==> src/rtl/pe_row_sched_pkg.sv <==
// Shared definitions for the PE row scheduler.
// Holds the scheduler state encoding, the PE phase constants and the
// pixel/partial-sum widths used by the scheduler, its interface and the
// result slot.
package pe_row_sched_pkg;

    localparam int PIX_W  = 24;
    localparam int PSUM_W = 20;

    localparam logic [1:0] PH_0 = 2'd0;
    localparam logic [1:0] PH_1 = 2'd1;
    localparam logic [1:0] PH_2 = 2'd2;

    typedef enum logic [2:0] {
        IDLE,
        LOAD,
        MAC,
        DRAIN,
        DONE
    } state_t;

endpackage

==> src/rtl/pe_row_sched_if.sv <==
// Pixel and result streams of the PE row scheduler.
//   pix_valid/pix_ready/pix_data : pixel stream {ch0, ch1, ch2}, 8 bits each
//   out_valid/out_ready/out_psum : result stream, one signed psum per pixel
// master = producer of pixels / consumer of results, slave = scheduler.
interface pe_row_sched_if;
    import pe_row_sched_pkg::*;

    logic              pix_valid;
    logic              pix_ready;
    logic [PIX_W-1:0]  pix_data;
    logic              out_valid;
    logic              out_ready;
    logic [PSUM_W-1:0] out_psum;

    modport master (
        output pix_valid, pix_data, out_ready,
        input  pix_ready, out_valid, out_psum
    );

    modport slave (
        input  pix_valid, pix_data, out_ready,
        output pix_ready, out_valid, out_psum
    );
endinterface

==> src/rtl/pe_row_sched_result_slot.sv <==
// Single-entry result holding register.
//   clk, rst_n    : clock, async active-low reset
//   load, din     : capture din and raise out_valid
//   out_valid/out_ready/out_psum : result held until handshake
// A load in the same cycle as a handshake replaces the old result.
module pe_result_slot
    import pe_row_sched_pkg::*;
(
    input  logic              clk,
    input  logic              rst_n,
    input  logic              load,
    input  logic [PSUM_W-1:0] din,
    input  logic              out_ready,
    output logic              out_valid,
    output logic [PSUM_W-1:0] out_psum
);

    always_ff @(posedge clk or negedge rst_n) begin
        if (!rst_n) begin
            out_valid <= 1'b0;
            out_psum  <= '0;
        end else if (load) begin
            out_valid <= 1'b1;
            out_psum  <= din;
        end else if (out_valid && out_ready) begin
            out_valid <= 1'b0;
        end
    end

endmodule

==> src/rtl/pe_row_sched.sv <==
// Scheduler for a chain of NUM_PE processing elements.
// Feeds one pixel per three-phase group into the head PE, tracks which
// groups carried real pixels and collects the tail PE's psum into the
// result stream. The chain stalls while a result is waiting.
//   clk, rst_n            : clock, async active-low reset
//   start, cfg_len, cfg_bias : run request and its configuration
//   pe_en, pe_ifmap, pe_psum_head, pe_phase : drive of the PE chain
//   psum_tail             : psum output of the last PE
//   busy, done            : run status, done is a one-cycle pulse
//   bus                   : pixel and result streams
//
// state | meaning
// IDLE  | waiting for start
// LOAD  | waiting for the next pixel
// MAC   | three enabled phases on the current pixel
// DRAIN | bubbles push the last pixels out of the chain
// DONE  | one-cycle completion pulse
module pe_row_sched
    import pe_row_sched_pkg::*;
#(
    parameter int NUM_PE = 4,
    parameter int LEN_W  = 8
) (
    input  logic              clk,
    input  logic              rst_n,
    input  logic              start,
    input  logic [LEN_W-1:0]  cfg_len,
    input  logic [PSUM_W-1:0] cfg_bias,
    output logic              pe_en,
    output logic [PIX_W-1:0]  pe_ifmap,
    output logic [PSUM_W-1:0] pe_psum_head,
    output logic [1:0]        pe_phase,
    input  logic [PSUM_W-1:0] psum_tail,
    output logic              busy,
    output logic              done,
    pe_row_sched_if.slave     bus
);

    localparam logic [LEN_W-1:0] LEN_ONE = 1;

    state_t              state_q, state_d;
    logic [1:0]          phase_q, phase_d;
    logic [NUM_PE-1:0]   vpipe_q, vpipe_d;
    logic [PIX_W-1:0]    pix_q;
    logic [PSUM_W-1:0]   bias_q;
    logic [LEN_W-1:0]    cnt_q;
    logic                stall;
    logic                grp_done;
    logic                pix_acc;
    logic                capture;

    assign stall    = bus.out_valid && !bus.out_ready;
    assign pe_en    = ((state_q == MAC) || (state_q == DRAIN)) && !stall;
    assign grp_done = pe_en && (phase_q == PH_2);
    assign pix_acc  = (state_q == LOAD) && bus.pix_valid;
    assign capture  = grp_done && vpipe_q[NUM_PE-1];

    assign bus.pix_ready = (state_q == LOAD);
    assign busy          = (state_q != IDLE);
    assign done          = (state_q == DONE);
    assign pe_ifmap      = (state_q == DRAIN) ? '0 : pix_q;
    assign pe_psum_head  = bias_q;
    assign pe_phase      = phase_q;

    always_ff @(posedge clk or negedge rst_n) begin
        if (!rst_n) state_q <= IDLE;
        else        state_q <= state_d;
    end

    always_comb begin
        state_d = state_q;
        case (state_q)
            IDLE:    if (start) state_d = (cfg_len == '0) ? DONE : LOAD;
            LOAD:    if (bus.pix_valid) state_d = MAC;
            MAC:     if (grp_done) state_d = (cnt_q != '0) ? LOAD : DRAIN;
            DRAIN:   if ((vpipe_q == '0) && !bus.out_valid) state_d = DONE;
            DONE:    state_d = IDLE;
            default: state_d = IDLE;
        endcase
    end

    always_comb begin
        phase_d = phase_q;
        // The last result can be accepted mid-group while DRAIN still
        // enables the chain; realign so the next run starts on phase 0.
        if (state_q == DONE) begin
            phase_d = PH_0;
        end else if (pe_en) begin
            case (phase_q)
                PH_0:    phase_d = PH_1;
                PH_1:    phase_d = PH_2;
                default: phase_d = PH_0;
            endcase
        end

        // Bit 0 marks a real pixel entering the head PE this group.
        vpipe_d = vpipe_q;
        if (grp_done) begin
            vpipe_d    = vpipe_q << 1;
            vpipe_d[0] = (state_q == MAC);
        end
    end

    always_ff @(posedge clk or negedge rst_n) begin
        if (!rst_n) begin
            phase_q <= PH_0;
            vpipe_q <= '0;
            pix_q   <= '0;
            bias_q  <= '0;
            cnt_q   <= '0;
        end else begin
            phase_q <= phase_d;
            vpipe_q <= vpipe_d;
            if (pix_acc) pix_q <= bus.pix_data;
            if ((state_q == IDLE) && start) begin
                bias_q <= cfg_bias;
                cnt_q  <= cfg_len;
            end else if (pix_acc && (cnt_q != '0)) begin
                cnt_q <= cnt_q - LEN_ONE;
            end
        end
    end

    pe_result_slot u_slot (
        .clk       (clk),
        .rst_n     (rst_n),
        .load      (capture),
        .din       (psum_tail),
        .out_ready (bus.out_ready),
        .out_valid (bus.out_valid),
        .out_psum  (bus.out_psum)
    );

endmodule

==> src/flat_wrapper.sv <==
// flat-port wrapper written by rule: the top's interface ports become plain ports
module pe_row_sched_flat import pe_row_sched_pkg::*;
#(
    parameter int NUM_PE = 4,
    parameter int LEN_W  = 8
)
  (clk, rst_n, start, cfg_len, cfg_bias, pe_en, pe_ifmap, pe_psum_head, pe_phase, psum_tail, busy, done, bus_pix_valid, bus_pix_data, bus_out_ready, bus_pix_ready, bus_out_valid, bus_out_psum);
  pe_row_sched_if bus_i ();
  input  logic clk;
  input  logic rst_n;
  input  logic start;
  input  logic [LEN_W-1:0] cfg_len;
  input  logic [PSUM_W-1:0] cfg_bias;
  output logic pe_en;
  output logic [PIX_W-1:0] pe_ifmap;
  output logic [PSUM_W-1:0] pe_psum_head;
  output logic [1:0] pe_phase;
  input  logic [PSUM_W-1:0] psum_tail;
  output logic busy;
  output logic done;
  input wire logic [$bits(bus_i.pix_valid)-1:0] bus_pix_valid;
  input wire logic [$bits(bus_i.pix_data)-1:0] bus_pix_data;
  input wire logic [$bits(bus_i.out_ready)-1:0] bus_out_ready;
  output wire logic [$bits(bus_i.pix_ready)-1:0] bus_pix_ready;
  output wire logic [$bits(bus_i.out_valid)-1:0] bus_out_valid;
  output wire logic [$bits(bus_i.out_psum)-1:0] bus_out_psum;
  assign bus_i.pix_valid = bus_pix_valid;
  assign bus_i.pix_data = bus_pix_data;
  assign bus_i.out_ready = bus_out_ready;
  assign bus_pix_ready = bus_i.pix_ready;
  assign bus_out_valid = bus_i.out_valid;
  assign bus_out_psum = bus_i.out_psum;
  pe_row_sched #(.NUM_PE(NUM_PE), .LEN_W(LEN_W)) u_core (.clk(clk), .rst_n(rst_n), .start(start), .cfg_len(cfg_len), .cfg_bias(cfg_bias), .pe_en(pe_en), .pe_ifmap(pe_ifmap), .pe_psum_head(pe_psum_head), .pe_phase(pe_phase), .psum_tail(psum_tail), .busy(busy), .done(done), .bus(bus_i));
endmodule
==> config.mk <==
export PLATFORM = sky130hd
export DESIGN_NAME = pe_row_sched_flat
export DESIGN_NICKNAME = d
export VERILOG_FILES = /design/src/rtl/pe_row_sched_pkg.sv /design/src/rtl/pe_row_sched_if.sv /design/src/rtl/pe_row_sched_result_slot.sv /design/src/rtl/pe_row_sched.sv /design/src/flat_wrapper.sv
export SDC_FILE = /design/constraint.sdc
export NUM_CORES = 1
export LEC_CHECK = 0
export CORE_MARGIN = 2
export CORE_UTILIZATION = 43
export DETAILED_ROUTE_END_ITERATION = 16
export GPL_TIMING_DRIVEN = 0
export HOLD_SLACK_MARGIN = 0.15
export PLACE_DENSITY_LB_ADDON = 0.08
export SKIP_CTS_REPAIR_TIMING = 1
export SLEW_MARGIN = 40
export SYNTH_ARGS = -nofsm -noshare
export SYNTH_HDL_FRONTEND = slang
export SYNTH_SLANG_ARGS = --single-unit
export TNS_END_PERCENT = 100
==> constraint.sdc <==
create_clock -name clk -period 2.4 [get_ports clk]
set_input_delay 0.48 -clock clk [delete_from_list [all_inputs] [get_ports clk]]
set_output_delay 0.48 -clock clk [all_outputs]
set_load 0.01 [all_outputs]
==> impl_metrics.toml, run 1 <==
[status]
violations = "setup timing"
status = "complete, but fails checks"

[timing]
rsz0062_at_grt = "true"
relSlewSlack_pct = 56.3
period_share_pct = 103
hold_violations = 0
fin_skew_ns = 0.0121
setup-tns-final_ns = -0.974
worst_pin_slew_ns = 0.646
setup_viol = 22
fmax_mhz = 406
fin_ws_ns = -0.0636
fin_crit_ns = 2.46
slew_violations = 0

[die]
dieArea_um2 = 9030
initial_core_util_pct = 43.8
die_y_um = 95
rows = 33
io_pins = 148
core-area_um2 = 8130
die_w_um = 95

[finish]
final_common_cell = "clkdlybuf4s50_1"
area_growth_pct = 52.8
diodes = 0
final_cell_mix = "clkdlybuf4s50_1, dfrtp_1, nand2_1"
fin_cells = 577
final_util_pct = 66.9
nets = 546
drive_gt1_share_pct = 18.0

[synth]
synth_ff_type = "dfrtp_1"
synth_area_um2 = 3560
synth_top_cell_by_area = "dfrtp_1"
synth-edff-count = 0
synth_seq_area_share_pct = 57.6
syn_avg_cell_area_um2 = 11.6
synth.ff_latch_count = 82
yosys_warnings = 0
async_flop_share_pct = 100
yosys-top-cells-area = "dfrtp_1, mux2_2, nand2_1"
syn-num-nets = 385
postSynthCellCount = 307
synth_top_area_share_pct = 57.6
synth_cell_types = 45

[detailed_routing]
routed_wl_um = 8420
drc = 0
drtIter0Drc = 68
ant_nets = 0
wl_per_cell_um = 14.6
viasPerCell = 4.92
drtPass1Iterations = 4
via_count = 2836

[cts]
clkLatencyLatePin_ns = 0.35
cts-root-buf = "clkbuf_8"
cts_sinks = 82
path_clk_slew_ns = 0.08
htreeDepth = 3
cts_made_buffers = 9
cts_tree = "yes"
clock_path_buffers = 2

[grt]
grt.total_usage_pct = 19.0
grt_max_degree = 58
grt_pass1_wl_um = 13400
grt_pass1_vias = 2854
grt_overflow = 0
grt_antenna_before_repair = 0

[power]
fin_total_pwr_uw = 5890
leakagePower_uw = 0.00245
vdd_ir_drop_max_mv = 0.623
p_per_area_nw_per_um2 = 1080

[hold_path]
hold_class = "reg -> reg"
holdCritStartpoint = "u_core.pe_psum_head[10]$_DFFE_PN0P_"

[critical_path]
cp-startpoint = "u_core.state_q[2]$_DFFE_PN0P_"
critPathKind = "reg -> out"
r2r-start = "u_core.cnt_q[0]$_DFFE_PN0P_"
crit_chain = "nand3b_1 -> buf_4 -> and2_1 -> clkdlybuf4s50_1"
crit_slowest_cell = "clkdlybuf4s50_1"
cp-start-kind = "register"
cp_data_required_time_ns = 1.92
worstPathMaxFanout = 10
crit_arrival_ns = 1.98
max_stage_delay_ns = 0.48
end_kind = "output port"

[placement]
numPortBuffers = 147
place_inst = 560
place_hpwl_um = 6260
gp_congestion = 0.793
pre_cts_slack_ns = -0.150

[job]
drv_cap = 0
final timing paths:
| kind | endpoint | slack (ns) | cells after the start |
|---|---|---|---|
| max | pe_ifmap[4] | -0.06 | 4 |
| max reg2reg | u_core.cnt_q[5]$_DFFE_PN0P_ | 0.20 | 7 |
| max in group asynchronous | u_core.vpipe_q[3]$_DFFE_PN0P_ | 1.28 | 3 |
| min reg2reg | u_core.pe_psum_head[10]$_DFFE_PN0P_ | 0.48 | 2 |
| min in group asynchronous | u_core.pix_q[12]$_DFFE_PN0N_ | 0.55 | 2 |
| min | u_core.pe_psum_head[10]$_DFFE_PN0P_ | 0.48 | 2 |
critical path: cells and delay by family (launching register included):
kind / cells / cell delay [ns]
buffers and inverters: 2 / 0.72
DFF: 1 / 0.46
and+or+nand+nor: 2 / 0.46
final cells by class:
type	instances	area (µm²)
clock inverters	4	77.6
well taps	105	131
plain buffers	16	86.3
flip-flops and latches	82	2050
repair buffers	151	1530
fillers	658	2690
multi-input cells	205	1420
clock buffers	11	131
inverters	3	11.3
kinds of logic (layout without fill, tap and decap cells):
group	after synthesis	count (layout)	share of synthesized area (%)
XOR/XNOR	1	1	0.246
AO/OA/AOI/OAI	26	26	5.52
multiplexers	49	49	15.5
AND/OR/NAND/NOR	128	128	18.2
adder cells (fa/ha/maj)	1	1	0.351
flip-flops	82	82	57.6
buffers and inverters	20	185	2.64
flip-flops by register name, indices dropped and copies added, names as in the netlist:
name	cells
u_core.u_slot.out_valid	1
u_core.pix_q	24
u_core.pe_psum_head	20
u_core.vpipe_q	4
u_core.state_q	3
u_core.pe_phase	2
u_core.cnt_q	8
u_core.u_slot.out_psum	20
where the power goes:
part / switching [µW] / internal, µW
clock: 495 / 586
combinational: 1080 / 1550
sequential: 305 / 1880
stage by stage:
stage               cell area [µm²]  hold WS, ns
finish                         5440        0.482
global route                   5440        0.510
CTS                            5400      -0.0215
detailed placement             5190        0.361
global placement               5160        0.458
floorplan                      3560        0.184
cell usage after synthesis, drive strengths merged (3+ instances only):
library cell,n
a21oi,4
a221o,4
and2,24
buf,10
clkbuf,7
dfrtp,82
inv,3
mux2,48
nand2,66
nand2b,4
nor2,8
nor3,4
nor3b,4
o21ai,4
or3,3
or4,3
metal layers:
metal  part of all wire [%]  routed length (µm)  global-route usage [%]
met1                     42                3550                    23.4
met2                     49                4170                    31.4
met3                    6.5                 548                    5.43
met4                    1.8                 154                    7.97
met5                      0                   0                       0
No activity file was read; power rests on OpenSTA's default activity.
==> run 2: changes to the inputs <==
--- a/config.mk
+++ b/config.mk
@@ -7,6 +7,7 @@
 export LEC_CHECK = 0
 export CORE_MARGIN = 2
 export CORE_UTILIZATION = 43
+export CTS_CLUSTER_SIZE = 25
 export DETAILED_ROUTE_END_ITERATION = 16
 export GPL_TIMING_DRIVEN = 0
 export HOLD_SLACK_MARGIN = 0.15
==> results of run 2 <==
Final layout, timing and power as in run 1 (identical DEF).
